## config.mk

```make
export PLATFORM = sky130hd
export DESIGN_NAME = block_serial_subtractor
export DESIGN_NICKNAME = d
export VERILOG_FILES = /design/src/rtl/block_serial_subtractor_pkg.sv /design/src/rtl/block_subtract_bypass.sv /design/src/rtl/block_serial_subtractor.sv
export SDC_FILE = /design/constraint.sdc
export NUM_CORES = 1
export LEC_CHECK = 0
export CORE_UTILIZATION = 54
export CTS_CLUSTER_SIZE = 16
export DETAILED_ROUTE_END_ITERATION = 8
export PLACE_DENSITY = 0.85
export SYNTH_ARGS = -nofsm -noshare
export SYNTH_HDL_FRONTEND = slang
export SYNTH_SLANG_ARGS = --single-unit
```

## constraint.sdc

```tcl
create_clock -name clk -period 4.8 [get_ports clk]
set_clock_uncertainty 0.05 [all_clocks]
set_input_delay 0.72 -clock clk [delete_from_list [all_inputs] [get_ports clk]]
set_output_delay 0.72 -clock clk [all_outputs]
set_load 0.05 [all_outputs]
```

## src/rtl/block_serial_subtractor_pkg.sv

```systemverilog
// Shared definitions for the block-serial subtractor: FSM encoding and sizing helpers.
package block_serial_subtractor_pkg;

  typedef enum logic [1:0] {
    IDLE = 2'd0,
    BUSY = 2'd1,
    DONE = 2'd2
  } state_t;

  function automatic int stages_count(input int data_width, input int block_size);
    return data_width / block_size;
  endfunction

  // A single-stage build still needs a one-bit counter.
  function automatic int cnt_width(input int stages);
    return (stages <= 1) ? 1 : $clog2(stages);
  endfunction

endpackage

```

## src/rtl/block_subtract_bypass.sv

```systemverilog
// One BLOCK_SIZE-bit slice of a - b - borrow_in with a propagate bypass on the borrow chain.
// With add = 1 the slice computes a + b + borrow_in and borrow_out carries the carry-out.
module block_subtract_bypass #(
  parameter int W = 4
) (
  input  logic [W-1:0] a,
  input  logic [W-1:0] b,
  input  logic         borrow_in,
  input  logic         add,
  output logic [W-1:0] diff,
  output logic         borrow_out
);

  logic [W-1:0] b_eff;
  logic         c_in;
  logic [W:0]   sum;
  logic [W-1:0] prop;

  assign b_eff = add ? b : ~b;
  assign c_in  = add ? borrow_in : ~borrow_in;
  assign sum   = {1'b0, a} + {1'b0, b_eff} + {{W{1'b0}}, c_in};
  assign prop  = a ^ b_eff;
  assign diff  = sum[W-1:0];

  // A fully propagating block forwards its incoming borrow untouched.
  assign borrow_out = (&prop) ? borrow_in : (add ? sum[W] : ~sum[W]);

endmodule

```

## src/rtl/block_serial_subtractor.sv

```systemverilog
// Multi-cycle D = A - B - Bin, one BLOCK_SIZE slice per clock, LSB slice first.
// Define SUBTRACTOR_ADD_MODE_EN to add an op port selecting A + B + Bin.
module block_serial_subtractor #(
  parameter int DATA_WIDTH = 16,
  parameter int BLOCK_SIZE = 4
) (
  input  logic                  clk,
  input  logic                  rst,
  input  logic                  in_valid,
  output logic                  in_ready,
  input  logic [DATA_WIDTH-1:0] A,
  input  logic [DATA_WIDTH-1:0] B,
  input  logic                  Bin,
`ifdef SUBTRACTOR_ADD_MODE_EN
  input  logic                  op,
`endif
  output logic                  out_valid,
  input  logic                  out_ready,
  output logic [DATA_WIDTH-1:0] D,
  output logic                  BF,
  output logic                  OF
);
  import block_serial_subtractor_pkg::*;

  localparam int STAGES = stages_count(DATA_WIDTH, BLOCK_SIZE);
  localparam int CW     = cnt_width(STAGES);
  localparam int LAST   = STAGES - 1;

  if (DATA_WIDTH % BLOCK_SIZE != 0) begin : g_width_check
    $error("DATA_WIDTH must be a multiple of BLOCK_SIZE");
  end

  state_t                state_reg, state_next;
  logic [DATA_WIDTH-1:0] a_reg, b_reg, d_reg;
  logic                  borrow_reg, bf_reg, of_reg, op_reg;
  logic [CW-1:0]         cnt_reg;

  logic [BLOCK_SIZE-1:0] a_blocks [STAGES];
  logic [BLOCK_SIZE-1:0] b_blocks [STAGES];
  logic [BLOCK_SIZE-1:0] blk_diff;
  logic                  blk_borrow;
  logic                  last_blk, of_calc;

  for (genvar gi = 0; gi < STAGES; gi++) begin : g_slices
    assign a_blocks[gi] = a_reg[gi*BLOCK_SIZE +: BLOCK_SIZE];
    assign b_blocks[gi] = b_reg[gi*BLOCK_SIZE +: BLOCK_SIZE];
  end

  block_subtract_bypass #(.W(BLOCK_SIZE)) u_slice (
    .a          (a_blocks[cnt_reg]),
    .b          (b_blocks[cnt_reg]),
    .borrow_in  (borrow_reg),
    .add        (op_reg),
    .diff       (blk_diff),
    .borrow_out (blk_borrow)
  );

  assign last_blk = (cnt_reg == CW'(LAST));

  // Overflow is judged on the final slice, whose MSB is the result sign.
  assign of_calc = op_reg
    ? ((a_reg[DATA_WIDTH-1] == b_reg[DATA_WIDTH-1]) & (blk_diff[BLOCK_SIZE-1] != a_reg[DATA_WIDTH-1]))
    : ((a_reg[DATA_WIDTH-1] != b_reg[DATA_WIDTH-1]) & (blk_diff[BLOCK_SIZE-1] != a_reg[DATA_WIDTH-1]));

  always_ff @(posedge clk or posedge rst) begin
    if (rst) begin
      state_reg <= IDLE;
    end else begin
      state_reg <= state_next;
    end
  end

  always_comb begin
    state_next = state_reg;
    in_ready   = 1'b0;
    out_valid  = 1'b0;
    case (state_reg)
      IDLE: begin
        in_ready = 1'b1;
        if (in_valid) state_next = BUSY;
      end
      BUSY: begin
        if (last_blk) state_next = DONE;
      end
      DONE: begin
        out_valid = 1'b1;
        if (out_ready) state_next = IDLE;
      end
      default: state_next = IDLE;
    endcase
  end

  always_ff @(posedge clk or posedge rst) begin
    if (rst) begin
      a_reg      <= '0;
      b_reg      <= '0;
      d_reg      <= '0;
      borrow_reg <= 1'b0;
      bf_reg     <= 1'b0;
      of_reg     <= 1'b0;
      op_reg     <= 1'b0;
      cnt_reg    <= '0;
    end else begin
      case (state_reg)
        IDLE: begin
          if (in_valid) begin
            a_reg      <= A;
            b_reg      <= B;
            borrow_reg <= Bin;
            cnt_reg    <= '0;
`ifdef SUBTRACTOR_ADD_MODE_EN
            op_reg     <= op;
`else
            op_reg     <= 1'b0;
`endif
          end
        end
        BUSY: begin
          borrow_reg <= blk_borrow;
          cnt_reg    <= cnt_reg + CW'(1);
          for (int i = 0; i < STAGES; i++) begin
            if (cnt_reg == CW'(i)) d_reg[i*BLOCK_SIZE +: BLOCK_SIZE] <= blk_diff;
          end
          if (last_blk) begin
            bf_reg <= blk_borrow;
            of_reg <= of_calc;
          end
        end
        default: ;
      endcase
    end
  end

  assign D  = d_reg;
  assign BF = bf_reg;
  assign OF = of_reg;

endmodule
```

==> Yosys cells after proc, flatten, opt, wreduce, memory -nomap -nowiden <==
Cells that the tools add are included.
{ "op_classes": {"n_addsub": 3, "n_reduce_logical": 11, "order_cmp": 1, "bitwise": 6, "n_eq_ne": 10, "mux": 17} }
{ "ops": {"columns": ["op", "count"], "rows": [
  ["$bmux 4 s2", 2],
  ["$mux 4", 4],
  ["$reduce_and 2->1", 6],
  ["$mux 2", 4],
  ["$eq 2x2->1 const B", 3],
  ["$ne 2x2->1 const B", 3],
  ["$pmux 2 s3", 1],
  ["$add 4x4->5", 1],
  ["$add 5x1->5", 1],
  ["$eq 2x1->1 const B", 2],
  ["$logic_not 2->1", 2],
  ["$mux 1", 4],
  ["$not 4->4", 1],
  ["$pmux 2 s2", 1],
  ["$reduce_and 4->1", 1],
  ["$xor 4x4->4", 1],
  ["$ge 3x3->1 const B", 1],
  ["$not 2->3", 1],
  ["$reduce_and 3->1", 1],
  ["$add 2x1->2 const B", 1],
  ["$ne 1x1->1", 2],
  ["$not 1->1", 2],
  ["$pmux 1 s2", 1],
  ["$reduce_bool 2->1", 1],
  ["$and 1x1->1", 1]
]} }
{ "word_totals": {"regBits": 55, "output_inout_bits": 20, "input_bits": 37} }

==> Longest topological paths before layout <==
{ "logic_depth": {"word_depth": 10, "ltp_mapped": 10} }

==> Hierarchy <==
A second synthesis with hierarchy kept.
{ "hier_totals": {"hier_cells": 244, "hier_area_um2": 2613.8} }
{ "by_module_without_submodules": {"columns": ["module", "n_inst", "cells_each", "area_each_um2", "seq_area_each_um2"], "rows": [
  ["block_serial_subtractor", 1, 218, 2387.3, 1376.3],
  ["block_subtract_bypass", 1, 26, 226.5, 0.0]
]} }

==> Least setup slack after synthesis <==
OpenSTA, ideal clock, no wires.
{ "synth_timing": {"kind": "register to register", "start": "register cnt_reg[0]", "end": "register bf_reg (netlist: BF)", "path_stages_with_launch": 11, "required_time_ns": 4.674, "setup_ns": 0.076, "path_slack_ns": 2.335, "arrival_time_ns": 2.339, "synth_period_minus_slack_ns": 2.465, "n_path_buf": 1, "path_cell_list": "dfrtp_1 buf_4 mux4_2 inv_1 fa_1 inv_1 fa_1 a21o_1 a211oi_1 a21oi_1 o21ai_1"} }
{ "synth_via": {"elab_chain_len": 9} }
{ "synth_lines": {"columns": ["element", "line_no", "rtl"], "rows": [
  ["start: declaration", "block_serial_subtractor.sv:36", "logic [CW-1:0] cnt_reg;"],
  ["start signal: assignment", "block_serial_subtractor.sv:120", "cnt_reg <= cnt_reg + CW'(1);"],
  ["$not 2->3 (implied by the code)", "block_serial_subtractor.sv:50, block_serial_subtractor.sv:51", null],
  ["$bmux 4 s2", "block_serial_subtractor.sv:51", ".b (b_blocks[cnt_reg]),"],
  ["$mux 4 (implied by the code) (2 in a row)", "block_serial_subtractor.sv:51", null],
  ["$not 4->4", "block_subtract_bypass.sv:19", "assign b_eff = add ? b : ~b;"],
  ["$add 4x4->5", "block_subtract_bypass.sv:21", "assign sum = {1'b0, a} + {1'b0, b_eff} + {{W{1'b0}}, c_in};"],
  ["$add 5x1->5", "block_subtract_bypass.sv:21", null],
  ["$not 1->1", "block_subtract_bypass.sv:26", "assign borrow_out = (&prop) ? borrow_in : (add ? sum[W] : ~sum[W]);"],
  ["$mux 1", "block_subtract_bypass.sv:26", null],
  ["end signal: assignment", "block_serial_subtractor.sv:125", "bf_reg <= blk_borrow;"],
  ["end: declaration", "block_serial_subtractor.sv:35", "logic borrow_reg, bf_reg, of_reg, op_reg;"]
]} }
Several ways; a longest one is shown, not always the timed one. The select of a mux whose other input is x is not followed.
A chain may end at the register's enable or synchronous reset.

==> Worst setup path in the final report <==
{ "layout_timing": {"start": "register cnt_reg[0]", "end": "register d_reg[9] (netlist: D[9])"} }
{ "layout_via": {"elab_chain_len": 7} }
{ "layout_lines": {"columns": ["element", "line_no", "rtl"], "rows": [
  ["$not 2->3 (implied by the code) (*)", "block_serial_subtractor.sv:50, block_serial_subtractor.sv:51", null],
  ["$bmux 4 s2", "block_serial_subtractor.sv:51", null],
  ["$mux 4 (implied by the code) (2 in a row)", "block_serial_subtractor.sv:51", null],
  ["$not 4->4", "block_subtract_bypass.sv:19", null],
  ["$add 4x4->5 (*)", "block_subtract_bypass.sv:21", null],
  ["$add 5x1->5 (*)", "block_subtract_bypass.sv:21", null],
  ["named net blk_diff[1]", "block_serial_subtractor.sv:40", "logic [BLOCK_SIZE-1:0] blk_diff;"],
  ["end signal: indexed assignment", "block_serial_subtractor.sv:122", "if (cnt_reg == CW'(i)) d_reg[i*BLOCK_SIZE +: BLOCK_SIZE] <= blk_diff;"],
  ["end: declaration", "block_serial_subtractor.sv:34", "logic [DATA_WIDTH-1:0] a_reg, b_reg, d_reg;"]
]} }
The timed path passes the listed nets; every way through them passes the cells marked *. The select of a mux whose other input is x is not followed.

==> impl_results.md <==
- Run status: finished with violations
- Failing checks: DRC
- Endpoint required time on the critical path: 4940 ps
- Die Outline Area: ~0.005 mm2
- Number of synthesized flops with an enable pin: 0
- Post-synth cell types: 34
- Detail Placement HPWL: 3336 um
- List of cells traversed by the critical path: mux4_2, fa_1, inv_1, fa_1, mux2_1
- Most prevalent standard cell on the critical path: fa_1
- Inserted Clock Buffers: 5
- Launch point of the critical path: cnt_reg[0]
- Pre-Repair DR Iteration Count: 6
- Number of antenna violations at the first check in global routing: 0
- Number of rows created at floorplan: 24
- Post CTS Setup Buffer Count: 0
- Share of the synthesized area in the top cell type: 53.37%
- Number of antenna diodes: 0
- Min Tclk post-route: between 2000 and 3000 ps
- Clock sink total: 55
- Slowest-stage cell, CP: dfrtp_1
- Fill cells: 308
- Worst Max-Slew Pin Slew: 668.2 ps
- Largest net degree at the start of global routing: 56
- Avg Cell Area, Syn: 13.72 um2
- CTS root buffer: clkbuf_8
- Avg WL per Cell: 15.35 um
- Final Setup Violations: 0
- Initial DRC Count: 72
- Global-route congestion overflow total: 0
- Maximum clock insertion buffer count: 2
- Hold Fails Final Rpt: 0
- Number of max-capacitance violations reported: 0
- Critical path buffers and inverters: 1
- Clock slew at the register clock pins of the worst setup and hold paths: 90 ps
- Setup slack of the most critical reg-to-reg path: a little under 2000 ps
- Max H-tree Level: 2
- Yosys warns: 0
- Number of global-route vias before repair: 1,666
- Final Max Slew Viols: 0
- Startpoint of the worst hold path: a_reg[10]
- DRC viols: 5
- Number of buffers inserted by port buffering: 56
- Sequential area share after synthesis: ~53%
- R2R cell count: 5
- Source-to-sink clock delay at the later pin of the worst-skew pair: about 310 ps
- Vias per cell: roughly 5.4
- Top cells by area, synth: dfrtp_1 (53%), mux2_1 (15%), mux4_2 (7.0%), ha_1 (3.9%), o21ai_1 (3.1%)
- Crit path capture type: flip-flop
- Effective utilization at floorplan: approximately 58%
- Maximum fanout count along the critical path: 13
- Die width: between 70 and 80 um
- Fin nets: approximately 300
- Overall routing resource usage: 20.79%
- Routed Antenna Nets: 0
- Share of flip-flops with an asynchronous set or reset: 100.0%
- Fin crit share: 59.84%
- Syn nets: 235
- Relative slew slack: 55.46%
- Crit path DAT: 3010 ps
- Crit path kind: flip-flop to flip-flop
- Top cell family by delay on the critical path: multiplexers
- Library cell with the largest summed area after synthesis: dfrtp_1
- Cells after Synth: 188
- Number of buffers added to fix hold violations after cts: 0
- Synthesized area: between 0.002 and 0.003 mm2
- Layout Area Growth over Synthesis: 27.37%
- Summed negative setup slack over all endpoints: 0 ps
- Wire length of the first global-routing pass: 8017 um
- Post-cts resize count: 0
- Primary flip-flop cell chosen by synthesis mapping: dfrtp_1
- Layout cell share with drive strength beyond 1: 11.38%
- Number of stages on the worst setup path: 5
- Reg2Reg Capture Point: D[9]
- Die height: 71.11 um
- Worst Setup Start Kind: flip-flop
- Worst path max stage delay: 780 ps
- Setup repair after global routing missed its margin: no
- Min Hold Slack: 441.5 ps
- Final weighted congestion in routability-driven placement: 0.7412
- Class of the tightest hold or removal check: flip-flop to flip-flop
- Number of ports placed on the die boundary: 57
- R2r startpoint: cnt_reg[0]
- Clock tree from TritonCTS: done
- Number of vias after detailed routing: 1,623
- Placeable core region: 0.004474 mm2
- Endpoint of the most critical setup path: D[9]
- Commonest non-fill, non-tap cell in the layout: clkdlybuf4s50_1
- Achievable Freq: 348.2 MHz
- Flops & latches, synth: 55
- Total Wirelength: 4573 um
- Top library cells by usage in the layout, fill and taps aside: clkdlybuf4s50_1 (56), dfrtp_1 (55), mux2_1 (35)
==> Yosys cell counts, types with 2 or more instances <==
| master | instances |
|---|---|
| nand3b_1 | 2 |
| nand2_2 | 2 |
| buf_6 | 5 |
| mux4_2 | 8 |
| mux2_1 | 35 |
| nand2_1 | 17 |
| ha_1 | 8 |
| inv_2 | 2 |
| nand2_4 | 2 |
| inv_1 | 8 |
| xnor2_1 | 2 |
| dfrtp_1 | 55 |
| a21oi_1 | 2 |
| buf_2 | 2 |
| o21ai_1 | 16 |
| nand2b_1 | 2 |
| fa_1 | 2 |
| nor2_1 | 2 |
==> logic make-up after synthesis <==
kind of cell    after synthesis  share of synthesized area (%)
simple gates                 34                          7.520
xor+xnor                      2                         0.6794
compound gates               25                          5.823
buf+inv                      18                          4.318
mux                          44                          22.85
flops                        55                          53.37
fa+ha+maj                    10                          5.434
==> layer usage <==
| layer | share of wire [%] | GRT usage (%) |
|---|---|---|
| met4 | 1.1 | 4.889 |
| met3 | 3.8 | 4.701 |
| met5 | 0 | 0 |
| met2 | 50 | 36.11 |
| met1 | 45 | 26.80 |
==> per-stage QoR <==
step                      cell area [um2]  util [%]  worst slack (ps)  instances
after floorplan                      2579         -              2335        188
after global placement               3152     70.44              2000        290
after detailed placement             3152     70.44              1910        290
after CTS                            3284     73.41              1895        298
after global routing                 3284     73.41              1721        298
final                                3284     73.41              1928        298
==> worst min path at each step <==
stage,to,slack [ps],depth (start not counted)
final,a_reg[10],440,1
after global routing,D[8],460,2
after CTS,a_reg[10],450,1
after detailed placement,a_reg[10],420,1
after global placement,a_reg[9],420,1
after floorplan,a_reg[10],400,1
==> worst reg2reg max path, stage by stage, from the launching register on <==
cell and delay [ps]:
dfrtp_1 780, mux4_2 650, fa_1 440, inv_1 90, fa_1 450, mux2_1 300
==> area by class of cell <==
cell class	count	area (um2)	area share (%)
inverters	10	37.54	1.143
flip-flops and latches	55	1376	41.90
well taps	52	65.06	1.981
clock inverters	2	60.06	1.829
clock buffers	6	72.57	2.210
multi-input cells	115	1097	33.41
repair buffers	58	575.6	17.52
Power is not shown: default switching activity piles up to over one toggle a cycle in this logic, so the estimate is an artifact.
